`src/rtl/ram_arb_pkg.sv`:
```
// Shared types and constants for the two-port RAM arbiter.
// State encoding, port indices and the wait-state counter width live here.
package ram_arb_pkg;

    typedef enum logic [1:0] {
        ST_IDLE   = 2'd0,
        ST_ACCESS = 2'd1,
        ST_DONE   = 2'd2
    } state_t;

    localparam logic PORT_CPU = 1'b0;
    localparam logic PORT_DMA = 1'b1;

    localparam int CNT_W = 3;

    typedef struct packed {
        logic        we;
        logic        byte_op;
        logic [15:0] addr;
        logic [15:0] wdata;
    } req_t;

    // A word access must be even-aligned; byte accesses may use either byte.
    function automatic logic misaligned(input logic byte_op, input logic [15:0] addr);
        return !byte_op && addr[0];
    endfunction

endpackage

```
`src/rtl/ram_arb_pick.sv`:
```
// Combinational two-way winner select: round-robin on ties when rr=1,
// otherwise the DMA port always wins a tie.
module ram_arb_pick
    import ram_arb_pkg::*;
(
    input  logic [1:0] req,
    input  logic       last,
    input  logic       rr,
    output logic       valid,
    output logic       winner
);

    // NOTE: every output gets a default first so no path can infer a latch.
    always_comb begin
        valid  = |req;
        winner = PORT_CPU;
        if (req == 2'b11) begin
            winner = rr ? ~last : PORT_DMA;
        end else if (req[1]) begin
            winner = PORT_DMA;
        end
    end

endmodule

```
`src/rtl/ram_arbiter.sv`:
```
// Two-port request/acknowledge arbiter and sequencer for the byte-addressable
// main-memory RAM; all RAM controls and handshake pulses come from flops.
module ram_arbiter
    import ram_arb_pkg::*;
#(
    parameter int WAIT_STATES = 0,
    parameter bit RR          = 1'b1
) (
    input  logic        clk,
    input  logic        reset_n,
    input  logic        p0_req,
    input  logic        p0_we,
    input  logic        p0_byte,
    input  logic [15:0] p0_addr,
    input  logic [15:0] p0_wdata,
    output logic        p0_ack,
    output logic        p0_err,
    output logic [15:0] p0_rdata,
    input  logic        p1_req,
    input  logic        p1_we,
    input  logic        p1_byte,
    input  logic [15:0] p1_addr,
    input  logic [15:0] p1_wdata,
    output logic        p1_ack,
    output logic        p1_err,
    output logic [15:0] p1_rdata,
    output logic [15:0] ram_addr,
    output logic [15:0] ram_di,
    input  logic [15:0] ram_do,
    output logic        ram_ce_n,
    output logic        ram_we_n,
    output logic        ram_byte_op,
    output logic        busy
);

    localparam logic [CNT_W-1:0] WS = CNT_W'(WAIT_STATES);

    state_t           state;
    logic [CNT_W-1:0] count;
    logic             last;
    logic             owner;
    logic             we_flag;
    logic [1:0]       ack_q;
    logic [1:0]       err_q;
    logic [15:0]      rdata_q [2];
    logic             grant;
    logic             winner;
    req_t             sel;

    ram_arb_pick u_pick (
        .req    ({p1_req, p0_req}),
        .last   (last),
        .rr     (RR),
        .valid  (grant),
        .winner (winner)
    );

    always_comb begin
        sel = '{we: p0_we, byte_op: p0_byte, addr: p0_addr, wdata: p0_wdata};
        if (winner == PORT_DMA) begin
            sel = '{we: p1_we, byte_op: p1_byte, addr: p1_addr, wdata: p1_wdata};
        end
    end

    // NOTE: sequential state uses non-blocking assignments only, so every flop
    // sees the pre-edge value of every other flop regardless of statement order.
    always_ff @(posedge clk or negedge reset_n) begin
        if (!reset_n) begin
            state       <= ST_IDLE;
            count       <= '0;
            last        <= PORT_CPU;
            owner       <= PORT_CPU;
            we_flag     <= 1'b0;
            ack_q       <= '0;
            err_q       <= '0;
            rdata_q[0]  <= '0;
            rdata_q[1]  <= '0;
            ram_addr    <= '0;
            ram_di      <= '0;
            ram_byte_op <= 1'b0;
            ram_ce_n    <= 1'b1;
            ram_we_n    <= 1'b1;
        end else begin
            // Handshake pulses are single-cycle: cleared on every edge unless re-armed.
            ack_q <= '0;
            err_q <= '0;
            case (state)
                ST_IDLE: begin
                    if (grant) begin
                        owner       <= winner;
                        ram_addr    <= sel.addr;
                        ram_di      <= sel.wdata;
                        we_flag     <= sel.we;
                        ram_byte_op <= sel.byte_op;
                        count       <= '0;
                        if (misaligned(sel.byte_op, sel.addr)) begin
                            err_q[winner] <= 1'b1;
                            state         <= ST_DONE;
                        end else begin
                            ram_ce_n <= 1'b0;
                            ram_we_n <= !(sel.we && (WS == '0));
                            state    <= ST_ACCESS;
                        end
                    end
                end
                ST_ACCESS: begin
                    count <= count + CNT_W'(1);
                    if (count == WS) begin
                        // Closing edge: the RAM write lands now and read data is stable.
                        ram_ce_n      <= 1'b1;
                        ram_we_n      <= 1'b1;
                        ack_q[owner]  <= 1'b1;
                        if (!we_flag) begin
                            rdata_q[owner] <= ram_do;
                        end
                        state <= ST_DONE;
                    end else begin
                        ram_we_n <= !(we_flag && ((count + CNT_W'(1)) == WS));
                    end
                end
                ST_DONE: begin
                    last  <= owner;
                    state <= ST_IDLE;
                end
                default: state <= ST_IDLE;
            endcase
        end
    end

    assign p0_ack   = ack_q[0];
    assign p1_ack   = ack_q[1];
    assign p0_err   = err_q[0];
    assign p1_err   = err_q[1];
    assign p0_rdata = rdata_q[0];
    assign p1_rdata = rdata_q[1];
    assign busy     = (state != ST_IDLE);

endmodule

```
`config.mk`:
```
export PLATFORM = sky130hd
export DESIGN_NAME = ram_arbiter
export DESIGN_NICKNAME = d
export VERILOG_FILES = /design/src/rtl/ram_arb_pkg.sv /design/src/rtl/ram_arb_pick.sv /design/src/rtl/ram_arbiter.sv
export SDC_FILE = /design/constraint.sdc
export NUM_CORES = 1
export LEC_CHECK = 0
export CAP_MARGIN = 0
export CORE_MARGIN = 2
export CORE_UTILIZATION = 44
export DETAILED_ROUTE_END_ITERATION = 8
export PLACE_DENSITY = 0.91
export SLEW_MARGIN = 40
export SYNTH_ARGS = -nofsm -noshare
export SYNTH_HDL_FRONTEND = slang
export SYNTH_SLANG_ARGS = --single-unit
```
`constraint.sdc`:
```
create_clock -name clk -period 4.09 [get_ports clk]
set_clock_uncertainty 0.05 [all_clocks]
set_input_delay 1.0225 -clock clk [delete_from_list [all_inputs] [get_ports clk]]
set_output_delay 1.0225 -clock clk [all_outputs]
set_load 0.01 [all_outputs]
```
After elaboration in Yosys (flattened, before gate mapping)
Cells that the tools add are included.

storage, ports and cells
  word-level logic and storage cells = 79
  output and inout port bits = 72
  register bits = 79
  input bits = 88

operators by class
  reductions and logical operators = 20
  add/sub/neg operators = 1
  equality and inequality tests = 6
  bitwise logic cells = 3
  magnitude comparators = 6
  mux-type cells = 29

operators with widths
  kind                                                      count
  2-to-1 mux 34 bit                                         1
  bitwise mux 32 bit                                        1
  demux 16 bit (select 1 bit)                               1
  2-to-1 mux 16 bit                                         1
  2-to-1 mux 2 bit                                          8
  2-to-1 mux 1 bit                                          10
  logical NOT 3 bit                                         2
  != test 2 bit, second input constant                      3
  one-hot mux 3 bit (2 select lines)                        1
  AND reduction 2 bit                                       3
  AND reduction 3 bit                                       2
  logical AND 1 bit                                         5
  equality test 2 bit, second input constant                2
  < comparator 1 x 2 -> 1 bit, second input constant        2
  one-hot mux 1 bit (2 select lines)                        2
  one-hot mux 2 bit (2 select lines)                        1
  AND reduction 4 bit                                       1
  nonzero test 2 bit                                        2
  adder 3 x 1 -> 3 bit, second input constant               1
  logical NOT 1 bit                                         3
  2-to-1 mux 3 bit                                          1
  demux 1 bit (select 1 bit)                                2
  equality test 2 x 1 -> 1 bit, second input constant       1
  greater-or-equal comparator 1 bit, second input constant  2
  6 further kinds                                           7

Logic depth before layout (Yosys ltp)
Gate-level depths: netlist of the first run.

  word-level depth = 9
  depth in mapped cells = 7
  depth with buffers taken out = 6

Cells and area by module
From an unflattened synthesis of the first run, not the netlist that was laid out.

unflattened totals
  cells, all modules = 279
  area, all modules = 3452.1 um2

modules (own cells, without submodules)
  module        instances  cells each  area an instance (um2)
  ram_arbiter   1          276         3435.8
  ram_arb_pick  1          3           16.3

Least setup slack after synthesis of the first run
Ideal clock, no wire load.

  kind = input port to flip-flop
  from = input port p1_req
  to = register ram_addr[1]
  required time = 3.976 ns
  slack = 1.924 ns
  stages = 6
  data arrival time = 2.051 ns
  library setup time = 0.064 ns
  cell sequence = a21boi_2 > and2_0 > clkbuf_1 > buf_2 > a22o_1 > a21o_1

on the way
  longest elaborated chain between the ends = 3
  elaborated cells on any way between the ends = 6
  classes of those cells = eq/ne (1); mux (3); reduce/logical (2)

ends and longest elaborated chain
  what                                                     RTL line                                source
  from (decl)                                              ram_arbiter.sv:19                       input logic p1_req,
  equality test 2 bit or 2-to-1 mux 1 bit (tied branches)  ram_arb_pick.sv:17, ram_arb_pick.sv:19
  2-to-1 mux 1 bit                                         ram_arb_pick.sv:17                      if (req == 2'b11) begin
  2-to-1 mux 34 bit                                        ram_arbiter.sv:60                       if (winner == PORT_DMA) begin
  to (signal assigned)                                     ram_arbiter.sv:91                       ram_addr <= sel.addr;
  to (decl)                                                ram_arbiter.sv:27                       output logic [15:0] ram_addr,

Parallel ways exist; a longest one is shown, timed or not.
A chain may end at the register's enable or synchronous reset.

Worst setup path after layout of the first run
  from = register state[1]
  to = output port busy

on the way
  longest elaborated chain between the ends = 1

ends and longest elaborated chain
  what                    RTL line            source
  from (decl)             ram_arbiter.sv:38   state_t state;
  from (signal assigned)  ram_arbiter.sv:69   state <= ST_IDLE;
  from (signal assigned)  ram_arbiter.sv:98   state <= ST_DONE;
  from (signal assigned)  ram_arbiter.sv:102  state <= ST_ACCESS;
  nonzero test 2 bit      ram_arbiter.sv:136  assign busy = (state != ST_IDLE);
  to (decl)               ram_arbiter.sv:33   output logic busy

No other way between the ends.

==> out/results.ini, run 1 <==
[setup_path]
path_max_fanout = 5
cp.required_ns = 3.02
cp.arrival_ns = 1.62
critPathKind = reg2out
critPathSlowestCell = clkdlybuf4s50_1
crit_chain = nor2_1 > inv_1 > clkdlybuf4s50_1
worstSetupStartpoint = state[1]
r2r-start = state[1]
cpPeakStageDelay_ns = 0.49
cp-start-kind = flip-flop
r2r_cells = 5
cp-end-kind = primary output

[synthesis]
synth_edf_count = 0
postSynth.asyncResetShare = 1.00
syn_inst = 243
seq_area_frac_synth = 0.597
syn_nets = 334
synth.distinct_cells = 31
synth.ff_latch_count = 79
syn_avg_cell_area_sq_um = 13.7
yosysWarnings = 0
synth_ff_type = dfrtp_1
synth_area_sq_mm = 0.00332

[final_layout]
final_cell_mix = clkdlybuf4s50_1, dfrtp_1, a21o_1, a22o_1, mux2_2
drive_gt1_frac = 0.152
post-route-util = 0.709
antenna_cells = 0
syn2layout_area_growth_pct = 55.8
nFillCells = 531
final_common_cell = clkdlybuf4s50_1
nNetsFinal = 495

[cts]
ctsHoldBuffers = 0
cts_tree = done
cts_sinks = 79
insertion_delay_ns = 0.33
htreeDepth = 3
clockBufferDepth = 2
clkSlewWorstSetupHoldPaths_ns = 0.08
postCtsResizedCells = 0
cts_setup_buffers = 0
root_buffer = clkbuf_8
cts_inserted_buffers = 9

[drt]
drt_iter0_drc = 64
drc = 0
totalWireLength_microns = 8490
wire_per_inst_microns = 16.8
postRouteAntennaNets = 0
dr.pass1.iters = 4
vias_per_cell = 5.08
vias = 2578

[die]
rows = 31
io_pins = 160
fp.dieH_microns = 90.8
dieWidth_microns = 90.8
coreArea_sq_mm = 0.00729
start_util = 0.455
dieArea_sq_mm = 0.00825

[grt]
grt_usage = 0.212
grt_start_max_net_pins = 80
antenna_found_initial = 0
grt_pass1_wl_microns = 13800
gr-total-overflow = 0
grt_pass1_vias = 2792

[sta]
finalSetupViolCount = 0
worst_pin_slew_ns = 0.687
max_clock_freq_mhz = 371
fin_setup_tns_ns = 0
final_max_slew_viol_count = 0
period_needed_ns = 2.69
rsz0062_at_grt = false
relSlewSlack = 0.542
period_share = 0.659
hold_violations = 0

[power]
power_density_mw_per_mm2 = 736
p_leak_nw = 2.41
peakVddDrop_mv = 0.363

[hold_path]
hp-start = ram_byte_op
hold_depth = 2
min_path_type = reg2reg

[place]
hpwl_microns = 6280
io_buffers = 159
place.gp.congestion = 0.838

[run]
drv_cap = 0

[run_status]
status = completed

==> report_power, final <==
group	internal [mW]	switching, mW
logic	1.17	0.746
registers	1.17	0.227
clock network	0.231	0.263
==> path summary, 6_finish.rpt <==
kind / to / slack (ns)
worst max-delay path: busy / 1.40
worst min-delay path: ram_byte_op / 0.43
worst max register to register: p1_rdata[4] / 2.01
worst min register to register: ram_byte_op / 0.43
max in group asynchronous: ram_di[8] / 2.87
min in group asynchronous: p1_rdata[13] / 0.66
==> synth_stat cells, types with 2 or more instances <==
library cell  instances  area (sq um)
dfrtp_1              77          1930
a21o_1               32           240
a22o_1               31           272
mux2_2               23           259
mux2_4               10           150
o21ai_0              10          50.1
nand2_1               9          33.8
clkbuf_1              8          30.0
inv_1                 6          22.5
nor2_1                5          18.8
mux2i_1               4          40.0
buf_2                 3          15.0
ha_1                  3          37.5
buf_6                 2          22.5
dfstp_2               2          52.6
nor2b_1               2          12.5
nor3_1                2          10.0
==> logic make-up after synthesis <==
kind of cell             Yosys count  share of synthesized area
AO/OA/AOI/OAI                     79                      0.185
XOR/XNOR                           1                    0.00264
adder cells (fa/ha/maj)            3                     0.0113
buffers and inverters             20                     0.0294
flip-flops                        79                      0.597
multiplexers                      37                      0.135
AND/OR/NAND/NOR                   24                     0.0400
==> through the flow <==
step	std cells	hold WS, ns	cell area (sq um)	power (mW)	worst slack (ns)
finish	507	0.434	5170	3.81	1.40
global route	507	0.466	5170	4.05	1.33
CTS	507	0.440	5170	3.85	1.40
detailed placement	492	0.423	5010	3.34	1.12
global placement	491	0.418	4990	3.26	1.22
floorplan	243	0.412	3320	2.34	1.92
==> critical path: cells and delay by family (launching register included) <==
family	cells	cell delay, ns
flip-flops	1	0.42
AND/OR/NAND/NOR	1	0.27
buffers and inverters	2	0.60
==> area by class of cell <==
class | count | area (sq um) | share of cell area
Sequential cell | 79 | 1980 | 0.383
Timing Repair Buffer | 164 | 1630 | 0.316
Clock inverter | 4 | 22.5 | 0.00436
Multi-Input combinational cell | 144 | 1250 | 0.241
Inverter | 6 | 22.5 | 0.00436
Tap cell | 99 | 124 | 0.0240
Clock buffer | 11 | 141 | 0.0273
==> routing by layer <==
layer,vias up,global-route usage,routed length (microns),share of wire
li1,1204,-,-,-
met1,1243,0.240,3500,0.41
met2,119,0.385,4260,0.50
met3,12,0.0559,615,0.072
met4,0,0.0732,114,0.013
met5,-,0,0,0
==> state kept, by name (all words and copies together) (netlist names) <==
name / cells
ram_we_n: 1
ack_q: 2
last: 1
owner: 1
ram_ce_n: 1
ram_di: 16
ram_byte_op: 1
p1_rdata: 16
err_q: 2
we_flag: 1
count: 3
ram_addr: 16
state: 2
p0_rdata: 16
Note: power is estimated with default switching activity, not from simulation.
==> inputs of run 2 (changes only) <==
Settings changed: CORE_UTILIZATION 44 to 41, PLACE_DENSITY 0.91 to 0.86.
Clock period 4.09 ns to 2.6 ns, I/O delays scaled along.
==> run 2 against run 1 <==
Compared with the run above:
- combinational power grew 59%
- core utilization shrank 3.2 points
- via count grew 2.4%
- design area grew 1.7%
- critical path depth is the same
- register-to-register slack lost 1.3 ns
- sequential power grew 55%
- wire length grew 0.11%
- total power grew 62%
- final cell count grew 1.4%
- flip-flop and latch count is the same
- highest routed layer unchanged
==> out/results.ini, run 2 (synthesized netlist as in run 1, its figures left out) <==
[drt]
wire_per_inst_microns = 16.5
drt_iter0_drc = 59
totalWireLength_microns = 8500
postRouteAntennaNets = 0
vias_per_cell = 5.14
dr.pass1.iters = 4
drc = 0
vias = 2641

[setup_path]
crit_buf_inv = 2
cp-end-kind = primary output
crit_chain = nor2_1 > inv_1 > clkdlybuf4s50_1
cpPeakStageDelay_ns = 0.49
cp-start-kind = flip-flop
cpLargestDelayFamily = buffers and inverters
cp.arrival_ns = 1.68
critPathKind = reg2out
cp.required_ns = 1.90
critPathSlowestCell = clkdlybuf4s50_1
path_max_fanout = 5

[cts]
clkSlewWorstSetupHoldPaths_ns = 0.08
root_buffer = clkbuf_8
clockBufferDepth = 2
insertion_delay_ns = 0.34
cts_inserted_buffers = 9
cts_setup_buffers = 0
ctsHoldBuffers = 0
postCtsResizedCells = 0
htreeDepth = 3
cts_sinks = 79
cts_tree = done

[sta]
final_max_slew_viol_count = 0
finalSetupViolCount = 0
worst_pin_slew_ns = 0.713
max_clock_freq_mhz = 420
rsz0062_at_grt = false
worst_slack_ns = 0.221
relSlewSlack = 0.524
period_needed_ns = 2.38
period_share = 0.915
hold_violations = 0

[grt]
grt_start_max_net_pins = 44
grt_usage = 0.199
grt_pass1_vias = 2811
grt_pass1_wl_microns = 13500
gr-total-overflow = 0
antenna_found_initial = 0

[final_layout]
nFillCells = 568
antenna_cells = 0
fin_cells = 514
final_common_cell = clkdlybuf4s50_1
final_cell_mix = clkdlybuf4s50_1, dfrtp_1, a21o_1, a22o_1, mux2_2
nNetsFinal = 498
syn2layout_area_growth_pct = 58.6
final_area_sq_mm = 0.00526
drive_gt1_frac = 0.163

[place]
io_buffers = 159
hpwl_microns = 6290
post-place-ws_ns = -0.0334
place.gp.congestion = 0.736
place_inst = 498
placedInstanceArea_sq_mm = 0.00506

[power]
power_density_mw_per_mm2 = 1170
p_leak_nw = 2.45
peakVddDrop_mv = 0.516
power_mw = 6.16

[die]
start_util = 0.427
rows = 32
io_pins = 160
coreArea_sq_mm = 0.00777
fp.dieH_microns = 94.0
dieArea_sq_mm = 0.00883
dieWidth_microns = 94.0

[hold_path]
min_path_type = in2async

[run]
drv_cap = 0

[run_status]
status = completed

## run 2: cell types whose count changed in the layout (fill, tap and decap cells not counted), moves of 2 or more
| cell | before | now |
|---|---|---|
| buf_12 | 0 | 2 |
| buf_4 | 4 | 7 |
| buf_6 | 2 | 0 |
| clkinv_2 | 3 | 1 |
| inv_6 | 0 | 2 |
## run 2: cell type report
cell class	instances	area [sq um]	area share
Clock buffer	10	138	0.0262
Clock inverter	6	67.6	0.0128
Inverter	6	22.5	0.00428
Multi-Input combinational cell	144	1250	0.238
Sequential cell	79	1980	0.376
Tap cell	102	128	0.0243
Timing Repair Buffer	167	1670	0.318
## run 2: per-layer routing
layer,track usage,vias up,wire length (microns)
met5,0,-,0
li1,-,1206,-
met3,0.0538,18,671
met1,0.240,1292,3510
met4,0.0894,0,217
met2,0.332,125,4100
## run 2: report_power, final
part / internal [mW] / leakage [nW] / switching (mW)
sequential: 1.84 / 0.957 / 0.335
clock: 0.475 / 0.0993 / 0.451
combinational: 1.87 / 1.39 / 1.20
## run 2: metrics by stage
step	setup TNS [ns]	util	hold slack, ns
after detailed placement	-0.0642	0.651	0.425
after global placement	-2.04	0.650	0.420
after global routing	0	0.677	0.246
final	0	0.677	0.225
after CTS	0	0.677	0.219
after floorplan	0	-	0.304
## run 2: final timing paths
check / from / end / slack [ns] / cells past startpoint
hold / removal: reset_n / p1_rdata[12] / 0.23 / 1
setup reg to reg: state[1] / p1_rdata[0] / 0.73 / 5
hold reg to reg: ram_addr[0] / ram_addr[0] / 0.44 / 2
min in group clk: ram_addr[0] / ram_addr[0] / 0.44 / 2
setup / recovery: state[1] / busy / 0.22 / 3
max in group asynchronous: reset_n / ram_byte_op / 1.68 / 2
==> inputs of run 3 (changes only) <==
Settings changed: CORE_ASPECT_RATIO from default to 1.75, SKIP_LAST_GASP from default to 1.
==> run 3 against run 2 <==
Compared with the run above:
- count of clock-buffer cells in the layout unchanged
- wire length decreased by 1.1%
- critical endpoint unchanged
- register-to-register slack got worse by 0.22 ns
- worst hold slack improved by 0.027 ns
- final cell count decreased by 2.7%
- design area increased by 1.3%
- critical path type unchanged
- combinational power about the same
- fmax increased by 1.1%
- total power increased by 4.7%
- via count decreased by 1.1%
- critical path depth unchanged
==> out/results.ini, run 3 (synthesized netlist as in run 1, its figures left out) <==
[die]
dieArea_sq_mm = 0.00886
rows = 43
start_util = 0.420
coreArea_sq_mm = 0.00791
dieWidth_microns = 72.0
fp.dieH_microns = 123
io_pins = 160

[sta]
final_max_slew_viol_count = 0
finalSetupViolCount = 0
relSlewSlack = 0.535
period_share = 0.905
rsz0062_at_grt = false
fin_hold_ws_ns = 0.252
worst_slack_ns = 0.246
fin_setup_tns_ns = 0
hold_violations = 0
max_clock_freq_mhz = 425
period_needed_ns = 2.35
worst_pin_slew_ns = 0.696

[grt]
grt_pass1_wl_microns = 13200
antenna_found_initial = 0
grt_pass1_vias = 2753
gr-total-overflow = 0
grt_start_max_net_pins = 42
grt_usage = 0.199

[cts]
cts_inserted_buffers = 9
cts_sinks = 79
htreeDepth = 3
clockBufferDepth = 2
insertion_delay_ns = 0.34
cts_tree = done
root_buffer = clkbuf_16
ctsHoldBuffers = 0
postCtsResizedCells = 0
cts_setup_buffers = 0
clkSlewWorstSetupHoldPaths_ns = 0.06

[final_layout]
syn2layout_area_growth_pct = 60.6
nFillCells = 604
antenna_cells = 0
final_area_sq_mm = 0.00533
nNetsFinal = 496
post-route-util = 0.674
drive_gt1_frac = 0.159
final_common_cell = clkdlybuf4s50_1
fin_cells = 500
final_cell_mix = clkdlybuf4s50_1, dfrtp_1, a21o_1, a22o_1, mux2_2

[setup_path]
cp.required_ns = 1.90
r2r-end = p1_rdata[0]
cp-end-kind = primary output
r2r-start = state[1]
cp-start-kind = flip-flop
r2r_cells = 4
cp.arrival_ns = 1.65
critPathKind = reg2out
path_max_fanout = 5
rrSetupSlack_ns = 0.51

[place]
placedInstanceArea_sq_mm = 0.00503
post-place-ws_ns = 0.0301
hpwl_microns = 6230
io_buffers = 159
place.gp.congestion = 0.760
place_inst = 484

[drt]
vias = 2611
vias_per_cell = 5.22
totalWireLength_microns = 8410
postRouteAntennaNets = 0
wire_per_inst_microns = 16.8
drt_iter0_drc = 76
dr.pass1.iters = 4
drc = 0

[run]
drv_cap = 0

[run_status]
status = completed

[power]
peakVddDrop_mv = 0.685
power_density_mw_per_mm2 = 1210
power_mw = 6.45
p_leak_nw = 2.48

[hold_path]
min_path_type = in2async

run 3: worst max path at each step:
stage	startpoint	to	slack (ns)
6_report	state[1]	busy	0.25
5_1_grt	state[1]	busy	0.16
4_1_cts	state[1]	busy	0.25
3_5_place_dp	p1_req	ram_we_n	0.03
3_3_place_gp	p1_req	ram_addr[6]	0.03
2_1_floorplan	state[1]	p0_rdata[10]	0.76
run 3: power by group:
part / internal [mW] / total, mW / switching [mW] / leakage [nW]
combinational: 1.86 / 3.04 / 1.18 / 1.38
clock: 0.747 / 1.23 / 0.486 / 0.139
sequential: 1.84 / 2.18 / 0.339 / 0.957
total: 4.45 / 6.45 / 2.01 / 2.48
run 3: worst max-delay path, cell delays in order, from the launching register on:
cell and delay (ns):
dfrtp_1 0.41, nor2_1 0.30, inv_1 0.12, clkdlybuf4s50_1 0.49
run 3: area by class of cell:
cell class / instances / area (sq um) / share of cell area
timing repair buffer: 165 / 1660 / 0.311
clock inverter: 6 / 71.3 / 0.0134
inverter: 6 / 22.5 / 0.00423
multi-input combinational: 144 / 1250 / 0.235
sequential: 79 / 1980 / 0.372
clock buffer: 10 / 229 / 0.0430
tap: 90 / 113 / 0.0211
run 3: per-layer routing:
layer | GRT usage | wire, microns
met1 | 0.218 | 3110
met2 | 0.358 | 4660
met3 | 0.0595 | 484
met4 | 0.0708 | 155
met5 | 0 | 0
==> variant, RTL diff (config.mk and constraints of run 2) <==
Put a register stage on the outputs `p0_err` and `p1_err`, cleared by the reset. The values now appear one clock later. The other outputs are not delayed to match.
--- a/src/rtl/ram_arbiter.sv
+++ b/src/rtl/ram_arbiter.sv
@@ -129,8 +129,15 @@
 
     assign p0_ack   = ack_q[0];
     assign p1_ack   = ack_q[1];
-    assign p0_err   = err_q[0];
-    assign p1_err   = err_q[1];
+    always_ff @(posedge clk or negedge reset_n) begin
+        if (!reset_n) begin
+            p0_err <= '0;
+            p1_err <= '0;
+        end else begin
+            p0_err <= err_q[0];
+            p1_err <= err_q[1];
+        end
+    end
     assign p0_rdata = rdata_q[0];
     assign p1_rdata = rdata_q[1];
     assign busy     = (state != ST_IDLE);
Formal check against the unedited RTL: not equivalent (a bounded check fails within 4 cycles, from zero or initial values and one cycle with reset_n low).
==> variant against run 2 <==
Sequential cell count up 2; clock power decreased by 11%; sequential power rose by 3%; worst setup slack lost 0.040 ns; non-clock buffer count decreased by 2; utilization decreased by 2.6 points; first-iteration DRC count increased by 53%; via count decreased by 0.45%; power is 0.95% lower; routed wire length increased by 0.25%; design area is 0.14% higher; final cell count grew 0.58%; area after synthesis up 1.5%.
==> variant: results (changes against run 2) <==
| Metric | Value | vs run 2 |
|---|---|---|
| Run status | finished, final reports clean | unchanged |
| Total number of placement rows | 33 | was 32 |
| Total instance count after detailed placement | 501 | was 498 |
| Worst slack, placed | -0.0409 ns | was -0.0334 ns |
| Register area share after synthesis | 60.3% | was 59.7% |
| Initial DRC Count | 90 | was 59 |
| Relative max-transition margin | 53.0% | was 52.4% |
| Total routing resource utilization after global routing | 18.9% | was 19.9% |
| TritonCTS buffer count | 9 | unchanged |
| Dpl cell area | 5090 sq um | was 5060 sq um |
| Clock network power | 0.000825 W | was 0.000926 W |
| First-pass GRT wire length | 12.9 mm | was 13.5 mm |
| DRT Wirelength | 8.52 mm | was 8.50 mm |
| Share of cells above drive strength 1 | 16.0% | was 16.3% |
| Leakage dissipation | 2.45 nW | about the same |
| Number of levels in the clock H-tree | 3 | unchanged |
| Vias | 2,629 | was 2,641 |
| Placer's final routability congestion estimate | 0.864 | was 0.736 |
| Synthesized netlist cell count | 245 | was 243 |
| Filler cell count | 631 | was 568 |
| Arrival time at the worst endpoint | 1.72 ns | was 1.68 ns |
| DP HPWL | 6.34 mm | was 6.29 mm |
| Leading post-synthesis cells by instance count | 79 x sky130_fd_sc_hd__dfrtp_1, 32 x sky130_fd_sc_hd__a21o_1, 31 x sky130_fd_sc_hd__a22o_1 | was 77 x sky130_fd_sc_hd__dfrtp_1, 32 x sky130_fd_sc_hd__a21o_1, 31 x sky130_fd_sc_hd__a22o_1 |
| Pin count of the biggest net entering global routing | 42 | was 44 |
| Maximum ir drop on the vdd rail | 0.000518 V | was 0.000516 V |
| Number of global-route vias before repair | 2,695 | was 2,811 |
| Non-Filler Instances | 517 | was 514 |
| Combinational cell power | 0.00305 W | was 0.00306 W |
| Top cells by area in the synthesized netlist | sky130_fd_sc_hd__dfrtp_1 59%, sky130_fd_sc_hd__a22o_1 8.1%, sky130_fd_sc_hd__mux2_2 7.7% | was sky130_fd_sc_hd__dfrtp_1 58%, sky130_fd_sc_hd__a22o_1 8.2%, sky130_fd_sc_hd__mux2_2 7.8% |
variant: cell types whose count changed after synthesis, sizes merged:
cell   change
dfrtp      +2
variant: metal layers:
layer,routed length [um],share of wire [%],vias to the layer above,GRT usage [%]
met1,3490,41,1284,21.7
met2,4160,49,124,31.5
met4,166,1.9,0,9.66
met3,712,8.4,16,6.15
met5,0,0,-,0
li1,-,-,1205,-
variant: cell families after synthesis:
group / after synthesis / share of synthesized area [%]
DFF: 81 / 60.3
AOI/OAI and AO/OA: 79 / 18.2
muxes: 37 / 13.3
and+or+nand+nor: 24 / 3.94
buffers and inverters: 20 / 2.90
adders and majority gates: 3 / 1.11
xor gates and xnor gates: 1 / 0.260
variant: worst paths after layout:
kind                       startpoint      endpoint  depth (start not counted)  slack, ns
max                          state[1]          busy                          3       0.18
min                           reset_n  p0_rdata[11]                          1       0.22
max in group asynchronous     reset_n      ram_ce_n                          2       1.61
min reg2reg                  err_q[1]        p1_err                          0       0.31
min in group clk             err_q[1]        p1_err                          0       0.31
max reg2reg                  count[0]   p1_rdata[4]                          5       0.48
variant: per-stage QoR:
step	TNS (ns)	power, W	util [%]
6_report	0	0.00610	65.1
5_1_grt	0	0.00648	65.1
4_1_cts	0	0.00617	65.1
3_5_place_dp	-0.0691	0.00533	62.9
3_3_place_gp	-0.828	0.00518	62.8
2_1_floorplan	0	0.00372	-
variant: worst max-delay path, stage by stage (launching register included):
cell and delay, ns:
sky130_fd_sc_hd__dfrtp_1 0.42, sky130_fd_sc_hd__nor2_1 0.35, sky130_fd_sc_hd__inv_1 0.11, sky130_fd_sc_hd__clkdlybuf4s50_1 0.49
variant: layout make-up:
type	instances	area share, %
clock inverters	7	1.02
multi-input cells	144	23.9
clock buffers	9	2.35
flip-flops and latches	81	38.5
inverters	6	0.427
repair buffers	165	31.3
well taps	105	2.49
